==> src/rtl/dmem_mmio_responder_pkg.sv <==
// Shared constants for the data-memory responder: MMIO register offsets,
// STATUS/CTRL bit layout and default sizing.
package dmem_mmio_responder_pkg;

  localparam int unsigned DEFAULT_RAM_WORDS  = 64;
  localparam int unsigned DEFAULT_FIFO_DEPTH = 8;

  // Byte offsets from the MMIO window base.
  localparam logic [31:0] MMIO_TX_OFF     = 32'h0000_0000;
  localparam logic [31:0] MMIO_STATUS_OFF = 32'h0000_0004;
  localparam logic [31:0] MMIO_CTRL_OFF   = 32'h0000_0008;

  localparam int STATUS_OVF_BIT   = 31;
  localparam int STATUS_FULL_BIT  = 15;
  localparam int STATUS_EMPTY_BIT = 14;
  localparam int STATUS_COUNT_LSB = 0;
  localparam int STATUS_COUNT_W   = 8;

  localparam int CTRL_CLR_OVF = 0;
  localparam int CTRL_FLUSH   = 1;

  typedef enum logic [2:0] {
    REGION_NONE,
    REGION_RAM,
    REGION_TX,
    REGION_STATUS,
    REGION_CTRL
  } region_e;

  function automatic logic [31:0] pack_status(input logic       ovf,
                                              input logic       full,
                                              input logic       empty,
                                              input logic [7:0] count);
    logic [31:0] s;
    s                                         = '0;
    s[STATUS_OVF_BIT]                         = ovf;
    s[STATUS_FULL_BIT]                        = full;
    s[STATUS_EMPTY_BIT]                       = empty;
    s[STATUS_COUNT_LSB +: STATUS_COUNT_W]     = count;
    return s;
  endfunction

endpackage

==> src/rtl/dmem_mmio_responder_sync_fifo_fwft.sv <==
// First-word-fall-through synchronous FIFO: dout always shows the head entry,
// a push is only visible after the edge that stores it.
module sync_fifo_fwft #(
  parameter int unsigned WIDTH = 32,
  parameter int unsigned DEPTH = 8
) (
  input  logic                     clk,
  input  logic                     reset,
  input  logic                     push,
  input  logic                     pop,
  input  logic                     flush,
  input  logic [WIDTH-1:0]         din,
  output logic [WIDTH-1:0]         dout,
  output logic [$clog2(DEPTH):0]   count,
  output logic                     full,
  output logic                     empty
);

  localparam int unsigned PTR_W = $clog2(DEPTH);

  logic [WIDTH-1:0] mem_q [DEPTH];
  logic [PTR_W-1:0] wr_ptr_q, wr_ptr_d;
  logic [PTR_W-1:0] rd_ptr_q, rd_ptr_d;
  logic [PTR_W:0]   count_q,  count_d;
  logic             do_push,  do_pop;

  assign empty = (count_q == '0);
  assign full  = (count_q == (PTR_W+1)'(DEPTH));

  // A full FIFO still accepts a push when the head leaves in the same cycle.
  assign do_pop  = pop && !empty;
  assign do_push = push && (!full || do_pop);

  always_comb begin
    // NOTE: every always_comb output gets a default first so no path leaves it unassigned (no latch).
    wr_ptr_d = wr_ptr_q;
    rd_ptr_d = rd_ptr_q;
    count_d  = count_q;
    if (flush) begin
      wr_ptr_d = '0;
      rd_ptr_d = '0;
      count_d  = '0;
    end else begin
      if (do_push) wr_ptr_d = wr_ptr_q + 1'b1;
      if (do_pop)  rd_ptr_d = rd_ptr_q + 1'b1;
      unique case ({do_push, do_pop})
        2'b10:   count_d = count_q + 1'b1;
        2'b01:   count_d = count_q - 1'b1;
        default: count_d = count_q;
      endcase
    end
  end

  always_ff @(posedge clk or negedge reset) begin
    // NOTE: sequential state uses non-blocking assignments so all registers update together at the edge.
    if (!reset) begin
      wr_ptr_q <= '0;
      rd_ptr_q <= '0;
      count_q  <= '0;
    end else begin
      wr_ptr_q <= wr_ptr_d;
      rd_ptr_q <= rd_ptr_d;
      count_q  <= count_d;
    end
  end

  always_ff @(posedge clk) begin
    if (do_push && !flush) mem_q[wr_ptr_q] <= din;
  end

  assign dout  = mem_q[rd_ptr_q];
  assign count = count_q;

endmodule

==> src/rtl/dmem_mmio_responder.sv <==
// Data-memory responder: word RAM with combinational reads plus an MMIO window
// whose TX register feeds a FWFT FIFO drained over a valid/ready stream.
module dmem_mmio_responder
  import dmem_mmio_responder_pkg::*;
#(
  parameter int unsigned RAM_WORDS  = DEFAULT_RAM_WORDS,
  parameter int unsigned FIFO_DEPTH = DEFAULT_FIFO_DEPTH,
  parameter logic [31:0] MMIO_BASE  = 32'h0000_0400
) (
  input  logic        clk,
  input  logic        reset,
  input  logic [31:0] address_to_mem,
  input  logic [31:0] data_to_mem,
  input  logic        write_enable,
  output logic [31:0] data_from_mem,
  output logic [31:0] out_data,
  output logic        out_valid,
  input  logic        out_ready,
  output logic        overflow
);

  localparam int unsigned RAM_AW = (RAM_WORDS > 1) ? $clog2(RAM_WORDS) : 1;
  localparam int unsigned CNT_W  = $clog2(FIFO_DEPTH) + 1;

  logic [31:0]       ram_q [RAM_WORDS];
  logic [29:0]       word_addr;
  logic [31:0]       aligned_addr;
  logic [RAM_AW-1:0] ram_idx;
  region_e           region;

  logic              ram_wr, tx_wr, ctrl_wr;
  logic              fifo_pop, fifo_flush, fifo_full, fifo_empty;
  logic [CNT_W-1:0]  fifo_count;
  logic [31:0]       status_word;
  logic              overflow_q, overflow_d;
  logic              unused_addr_bits;

  assign word_addr        = address_to_mem[31:2];
  assign aligned_addr     = {word_addr, 2'b00};
  assign ram_idx          = word_addr[RAM_AW-1:0];
  assign unused_addr_bits = ^address_to_mem[1:0];

  always_comb begin
    region = REGION_NONE;
    if (word_addr < 30'(RAM_WORDS))                      region = REGION_RAM;
    else if (aligned_addr == MMIO_BASE + MMIO_TX_OFF)     region = REGION_TX;
    else if (aligned_addr == MMIO_BASE + MMIO_STATUS_OFF) region = REGION_STATUS;
    else if (aligned_addr == MMIO_BASE + MMIO_CTRL_OFF)   region = REGION_CTRL;
  end

  assign ram_wr     = write_enable && (region == REGION_RAM);
  assign tx_wr      = write_enable && (region == REGION_TX);
  assign ctrl_wr    = write_enable && (region == REGION_CTRL);
  assign fifo_pop   = out_valid && out_ready;
  assign fifo_flush = ctrl_wr && data_to_mem[CTRL_FLUSH];

  always_ff @(posedge clk) begin
    // NOTE: the RAM array has no reset; its contents must survive reset and a reset would block RAM inference.
    if (ram_wr) ram_q[ram_idx] <= data_to_mem;
  end

  sync_fifo_fwft #(
    .WIDTH (32),
    .DEPTH (FIFO_DEPTH)
  ) u_tx_fifo (
    .clk   (clk),
    .reset (reset),
    .push  (tx_wr),
    .pop   (fifo_pop),
    .flush (fifo_flush),
    .din   (data_to_mem),
    .dout  (out_data),
    .count (fifo_count),
    .full  (fifo_full),
    .empty (fifo_empty)
  );

  assign out_valid = !fifo_empty;

  // A push into a full FIFO is dropped unless the head pops in the same cycle.
  always_comb begin
    overflow_d = overflow_q;
    if (ctrl_wr && data_to_mem[CTRL_CLR_OVF])   overflow_d = 1'b0;
    if (tx_wr && fifo_full && !fifo_pop)         overflow_d = 1'b1;
  end

  always_ff @(posedge clk or negedge reset) begin
    if (!reset) overflow_q <= 1'b0;
    else        overflow_q <= overflow_d;
  end

  assign overflow    = overflow_q;
  assign status_word = pack_status(overflow_q, fifo_full, fifo_empty, 8'(fifo_count));

  always_comb begin
    data_from_mem = '0;
    unique case (region)
      REGION_RAM:    data_from_mem = ram_q[ram_idx];
      REGION_STATUS: data_from_mem = status_word;
      default:       data_from_mem = '0;
    endcase
  end

endmodule

==> config.mk <==
export PLATFORM = sky130hd
export DESIGN_NAME = dmem_mmio_responder
export DESIGN_NICKNAME = d
export VERILOG_FILES = /design/src/rtl/dmem_mmio_responder_pkg.sv /design/src/rtl/dmem_mmio_responder_sync_fifo_fwft.sv /design/src/rtl/dmem_mmio_responder.sv
export SDC_FILE = /design/constraint.sdc
export NUM_CORES = 2
export LEC_CHECK = 0
export BUFFER_PORTS_ARGS = -buffer_cell sky130_fd_sc_hd__clkbuf_2
export CAP_MARGIN = 20
export CORE_ASPECT_RATIO = 0.7
export CORE_UTILIZATION = 30
export DETAILED_ROUTE_END_ITERATION = 7
export SLEW_MARGIN = 20
export SYNTH_ARGS = -nofsm -noshare
export SYNTH_HDL_FRONTEND = slang
export SYNTH_SLANG_ARGS = --single-unit
==> constraint.sdc <==
create_clock -name clk -period 5.2 [get_ports clk]
set_input_delay 0.52 -clock clk [delete_from_list [all_inputs] [get_ports clk]]
set_output_delay 0.52 -clock clk [all_outputs]
set_load 0.05 [all_outputs]
# Word-level counts from Yosys, hierarchy flattened
# Memory sizes are Yosys's and may differ from the RTL's.
# Cells that the tools add are included.
# Widths: inputs -> output; s select.
[word_totals]
reg_bits = 11
ram_bits = 2304
input_bits = 68
output_inout_bits = 66
elab_cells = 59
memories = 2
[mem_list]
columns = ["name", "words", "word_bits", "read_ports", "rd_ports_with_merged_regs", "write_ports", "line", "rtl"]
rows = [
  ["ram_q", 64, 32, 1, 0, 1, "dmem_mmio_responder.sv:25", "logic [31:0] ram_q [RAM_WORDS];"],
  ["u_tx_fifo.mem_q", 8, 32, 1, 0, 1, "dmem_mmio_responder_sync_fifo_fwft.sv:21", "logic [WIDTH-1:0] mem_q [DEPTH];"],
]
[op_classes]
addsub = 4
magnitude_cmp = 1
eq_ne = 10
muxes = 17
n_reduce_logical = 21
[op_table]
columns = ["operator", "n"]
rows = [
  ["$eq 30x9->1 const B", 3],
  ["$pmux 32 s2", 1],
  ["$lt 30x7->1 const B", 1],
  ["$mux 3", 8],
  ["$logic_and 1x1->1", 11],
  ["$pmux 4 s2", 1],
  ["$add 3x1->3 const B", 2],
  ["$eq 3x2->1 const B", 2],
  ["$mux 1", 6],
  ["$reduce_bool 2->1", 3],
  ["$add 4x1->4 const B", 1],
  ["$eq 4x4->1 const B", 1],
  ["$logic_not 1->1", 4],
  ["$logic_not 4->1", 1],
  ["$mux 4", 1],
  ["$sub 4x1->4 const B", 1],
  ["$eq 3x1->1 const B", 1],
  ["$eq 3x3->1 const B", 1],
  ["$reduce_bool 3->1", 1],
  ["$eq 2x1->1 const B", 1],
  ["$eq 2x2->1 const B", 1],
  ["$logic_or 1x1->1", 1],
]

# Longest topological paths before layout
[depth]
word_depth = 12
depth_mapped = 13
mapped_depth_nobuf = 11

# Cells and area by module
# A second synthesis with hierarchy kept.
[hier_totals]
cells_unflattened = 4535
hier_area_um2 = 89350.7
[modules_own_cells]
columns = ["module", "instances", "cells_per_inst", "area_each_um2", "seq_area_each_um2"]
rows = [
  ["dmem_mmio_responder", 1, 4087, 79010.8, 61524.0],
  ["sync_fifo_fwft", 1, 448, 10339.9, 7937.6],
]

# Least setup slack after synthesis
# Ideal clock, no wire load.
[synth_path]
kind = "input -> output"
startpoint = "input port address_to_mem[4]"
endpoint = "output port data_from_mem[11]"
arrival_ns = 4.261
required_time_ns = 4.680
setup_slack_ns = 0.419
path_stages = 9
path_buffers = 6
path_cell_list = "buf_4 buf_6 buf_4 buf_6 buf_2 buf_2 a221oi_1 o22ai_1 a2111oi_0"
[synth_via]
elab_chain_len = 7
word_cells_on_any_way = 12
classes_between = "order compare: 1; eq/ne: 5; mux: 5; memory: 1"
[synth_rtl]
columns = ["element", "line", "rtl"]
rows = [
  ["start, declared", "dmem_mmio_responder.sv:12", "input logic [31:0] address_to_mem,"],
  ["parallel branches: the longest is 6 deep, another holds $lt 30x7->1", "n/a", ""],
  ["$pmux 32 s2 (*)", "dmem_mmio_responder.sv:97", "unique case (region)"],
  ["end, declared", "dmem_mmio_responder.sv:15", "output logic [31:0] data_from_mem,"],
]
# Every way passes the cells marked *.

# Final worst setup path
[layout_path]
startpoint = "input port address_to_mem[2]"
endpoint = "output port data_from_mem[31]"
# Same word-level chain as after synthesis.

==> results.cfg <==
[route]
ant_nets = 0
vias_per_cell = 5.67
drc_errors = 0
wl_per_cell_um = 32.9
via_count = 52200
first_iter_violations = 9254
firstDrtPassIters = 7
routed_wirelength_um = 303000

[floorplanning]
dieHeight_um = 458
die_x_um = 654
initial_core_util = 0.302
die_area_um2 = 299000
core_area_um2 = 296000
num_rows = 167
ioPinCount = 134

[min_path]
min_from = data_to_mem[20]
hold_depth = 1
min_to = ram_q[54][20]
hold_path_class = in2reg

[pwr]
vdd_drop_max_v = 0.000275
p_seq_frac = 0.547
power_density_nw_per_um2 = 361
p_int_mw = 29.1
p_comb_frac = 0.053
switchingPower_mw = 8.32
p_leak_nw = 32.1
power_frac_clock = 0.399
netSwitchingFraction = 0.222

[timing]
slew_headroom = 0.186
setup_tns_ns = 0
slew_violations = 0
layout_min_cycle_time_ns = 5.00
finalSetupViolations = 0
finalHoldViolCount = 0
fmax_mhz = 200
worst_pin_slew_ns = 1.22
rsz0062_at_grt = false
finalClockSkew_ns = 0.0203
finalCritPeriodShare = 0.962

[setup_path]
start_kind = input pin
cp.arrival_ns = 4.48
required_ns = 4.68
reg2reg_slack_ns = 1.95
r2r_cells = 10
r2r-start = u_tx_fifo.count[1]
cp_max_fo = 50
worstSetupEndpointType = output port
worst_r2r_endpoint = u_tx_fifo.count[3]
path_class = in2out

[grt]
grt_overflow = 0
grt_pass1_wl_um = 411000
track_usage = 0.196
grt_max_degree = 86
first_global_vias = 49300
antenna_found_initial = 29

[clocking]
cts_buffers = 214
cts.path.max_buffers = 4
path_clk_slew_ns = 0.07
cts_tree = yes
post_cts_resized = 0
cts.sinks = 2315
htreeDepth = 4
clockRootBuffer = clkbuf_16
insertion_delay_ns = 0.84

[place]
hpwl_um = 182000
gp_congestion = 0.891
post-place-cells = 8818
io_buffers = 131

[finish]
area_delta_synth_final_pct = 16.5
multi_input_area_um2 = 18400
layoutNonFillerInstCount = 9202
final_nets = 5138
fill_cells = 27400
seq_area_um2 = 69500
drive_gt1_frac = 0.250

[run_status]
status = complete, no violations

[synth]
yosys_most_used_dff = edfxtp_1
yosysUniqueCellTypes = 88
postSynthAreaPerCell_um2 = 19.2
yosys_warnings = 0
synthArstFlopShare = 0.00475
synth_area_leaders = edfxtp_1, mux4_2, mux2_2, o22ai_1, mux2i_1
syn_area_um2 = 89200
yosys.area.top_type = edfxtp_1
syn_inst = 4654
ys_seq_elements = 2315
synth_edf_count = 2304
synth_top_area_frac = 0.776
seq_area_frac_synth = 0.779
synth_nets = 4727

[flow_run]
max_cap_viol_count = 0
-- how the worst max path moves through the flow --
stage	start	end	slack [ns]	cells after the start
after detailed placement	address_to_mem[2]	data_from_mem[31]	0.35	11
after floorplan	address_to_mem[4]	data_from_mem[11]	0.42	9
after global routing	address_to_mem[2]	data_from_mem[31]	0.35	11
after CTS	address_to_mem[2]	data_from_mem[31]	0.34	11
final	address_to_mem[2]	data_from_mem[31]	0.20	11
after global placement	address_to_mem[5]	data_from_mem[25]	-0.003	12
-- per-stage QoR --
stage,instance area (um2),hold slack [ns],setup slack (ns),power [mW],utilization
floorplan,89200,0.224,0.419,21.8,-
finish,104000,0.0583,0.197,37.5,0.351
detailed placement,97400,0.414,0.349,22.9,0.329
global placement,97400,0.412,-0.00312,22.8,0.329
global route,104000,0.0440,0.355,38.3,0.351
CTS,104000,0.0321,0.341,37.5,0.351
-- cell families (layout without fill, tap and decap cells) --
group | after synthesis | in the layout | synth area share
flip-flops | 2315 | 2315 | 0.779
AND/OR/NAND/NOR | 481 | 481 | 0.0251
multiplexers | 583 | 583 | 0.0998
AO/OA/AOI/OAI | 950 | 950 | 0.0742
adder cells (fa/ha/maj) | 5 | 5 | 0.000786
XOR/XNOR | 5 | 5 | 0.000491
buffers and inverters | 315 | 882 | 0.0205
other | 0 | 10 | 0
-- area by class of cell --
cell class / instances / area share
sequential: 2315 / 0.669
tap: 3971 / 0.0479
antenna: 10 / 0.000241
timing repair buffer: 501 / 0.0435
clock buffer: 265 / 0.0538
inverter: 9 / 0.000398
clock inverter: 107 / 0.00775
multi-input combinational: 2024 / 0.177
-- worst max-delay path: stages --
cell	delay (ns)
buf_8	0.21
buf_12	0.32
nor2b_2	0.96
buf_4	0.45
a221oi_1	0.14
o22a_1	0.31
o22ai_1	0.26
nor4_1	0.12
o21ai_1	0.70
buf_4	0.25
buf_12	0.13
-- repair_timing --
item	in CTS	in global routing
setup buffers	0	0
hold buffers	2	0
hold endpoints to repair	12	0
-- power by group through the flow --
| stage | registers (mW) | clock network [mW] | logic, mW |
|---|---|---|---|
| 3_3_place_gp | 20.9 | 0 | 1.91 |
| 2_1_floorplan | 20.9 | 0 | 0.871 |
| 3_5_place_dp | 20.9 | 0 | 1.94 |
| 5_1_grt | 20.5 | 15.7 | 2.05 |
| 6_report | 20.5 | 15.0 | 2.00 |
| 4_1_cts | 20.5 | 15.1 | 1.95 |
-- cells in the mapped netlist (18+ instances only) --
cell          n
edfxtp_1   2304
o22ai_1     295
mux4_2      225
mux2_2      192
nor2_1      181
mux2i_1     159
o221ai_1    137
nand2_1     132
o21ai_0     122
buf_2       107
a21oi_1     106
clkbuf_1     92
a221oi_1     46
buf_4        43
a22oi_1      39
nor3_1       38
a211oi_1     34
buf_6        26
buf_1        25
o22a_1       24
a2bb2oi_1    23
nand3_1      23
nand2b_1     18
-- sequential cells by signal, summed over array words and instances, names as in the netlist --
register            count
u_tx_fifo.count         4
u_tx_fifo.rd_ptr_q      3
ram_q                2048
overflow                1
u_tx_fifo.mem_q       256
u_tx_fifo.wr_ptr_q      3
-- layer usage --
| layer | vias up | share of wire | GRT usage |
|---|---|---|---|
| met3 | 579 | 0.15 | 0.0610 |
| met2 | 4094 | 0.42 | 0.279 |
| li1 | 20200 | - | - |
| met4 | 6 | 0.039 | 0.0681 |
| met5 | - | 0.00018 | 0 |
| met1 | 27300 | 0.39 | 0.283 |
-- placed cells by master, fill, tap and decap left out, types with 16 or more instances in the layout --
cell       instances
mux4_2           225
nand3_1           23
a31oi_1           17
o221ai_1         137
a22oi_1           39
o22a_1            24
nor2_1           133
clkbuf_16        216
nor2_4            47
nand2_1          131
clkinv_2          29
a21oi_1          106
buf_2             16
a221oi_1          46
nor3_2            28
clkbuf_1          49
buf_4            314
buf_12            79
edfxtp_1        2304
a211oi_1          34
o21ai_0          122
clkbuf_2          87
mux2i_1          159
o22ai_1          295
a2bb2oi_1         23
mux2_2           192
clkinv_1          53
No activity file was read; power rests on OpenSTA's default activity.
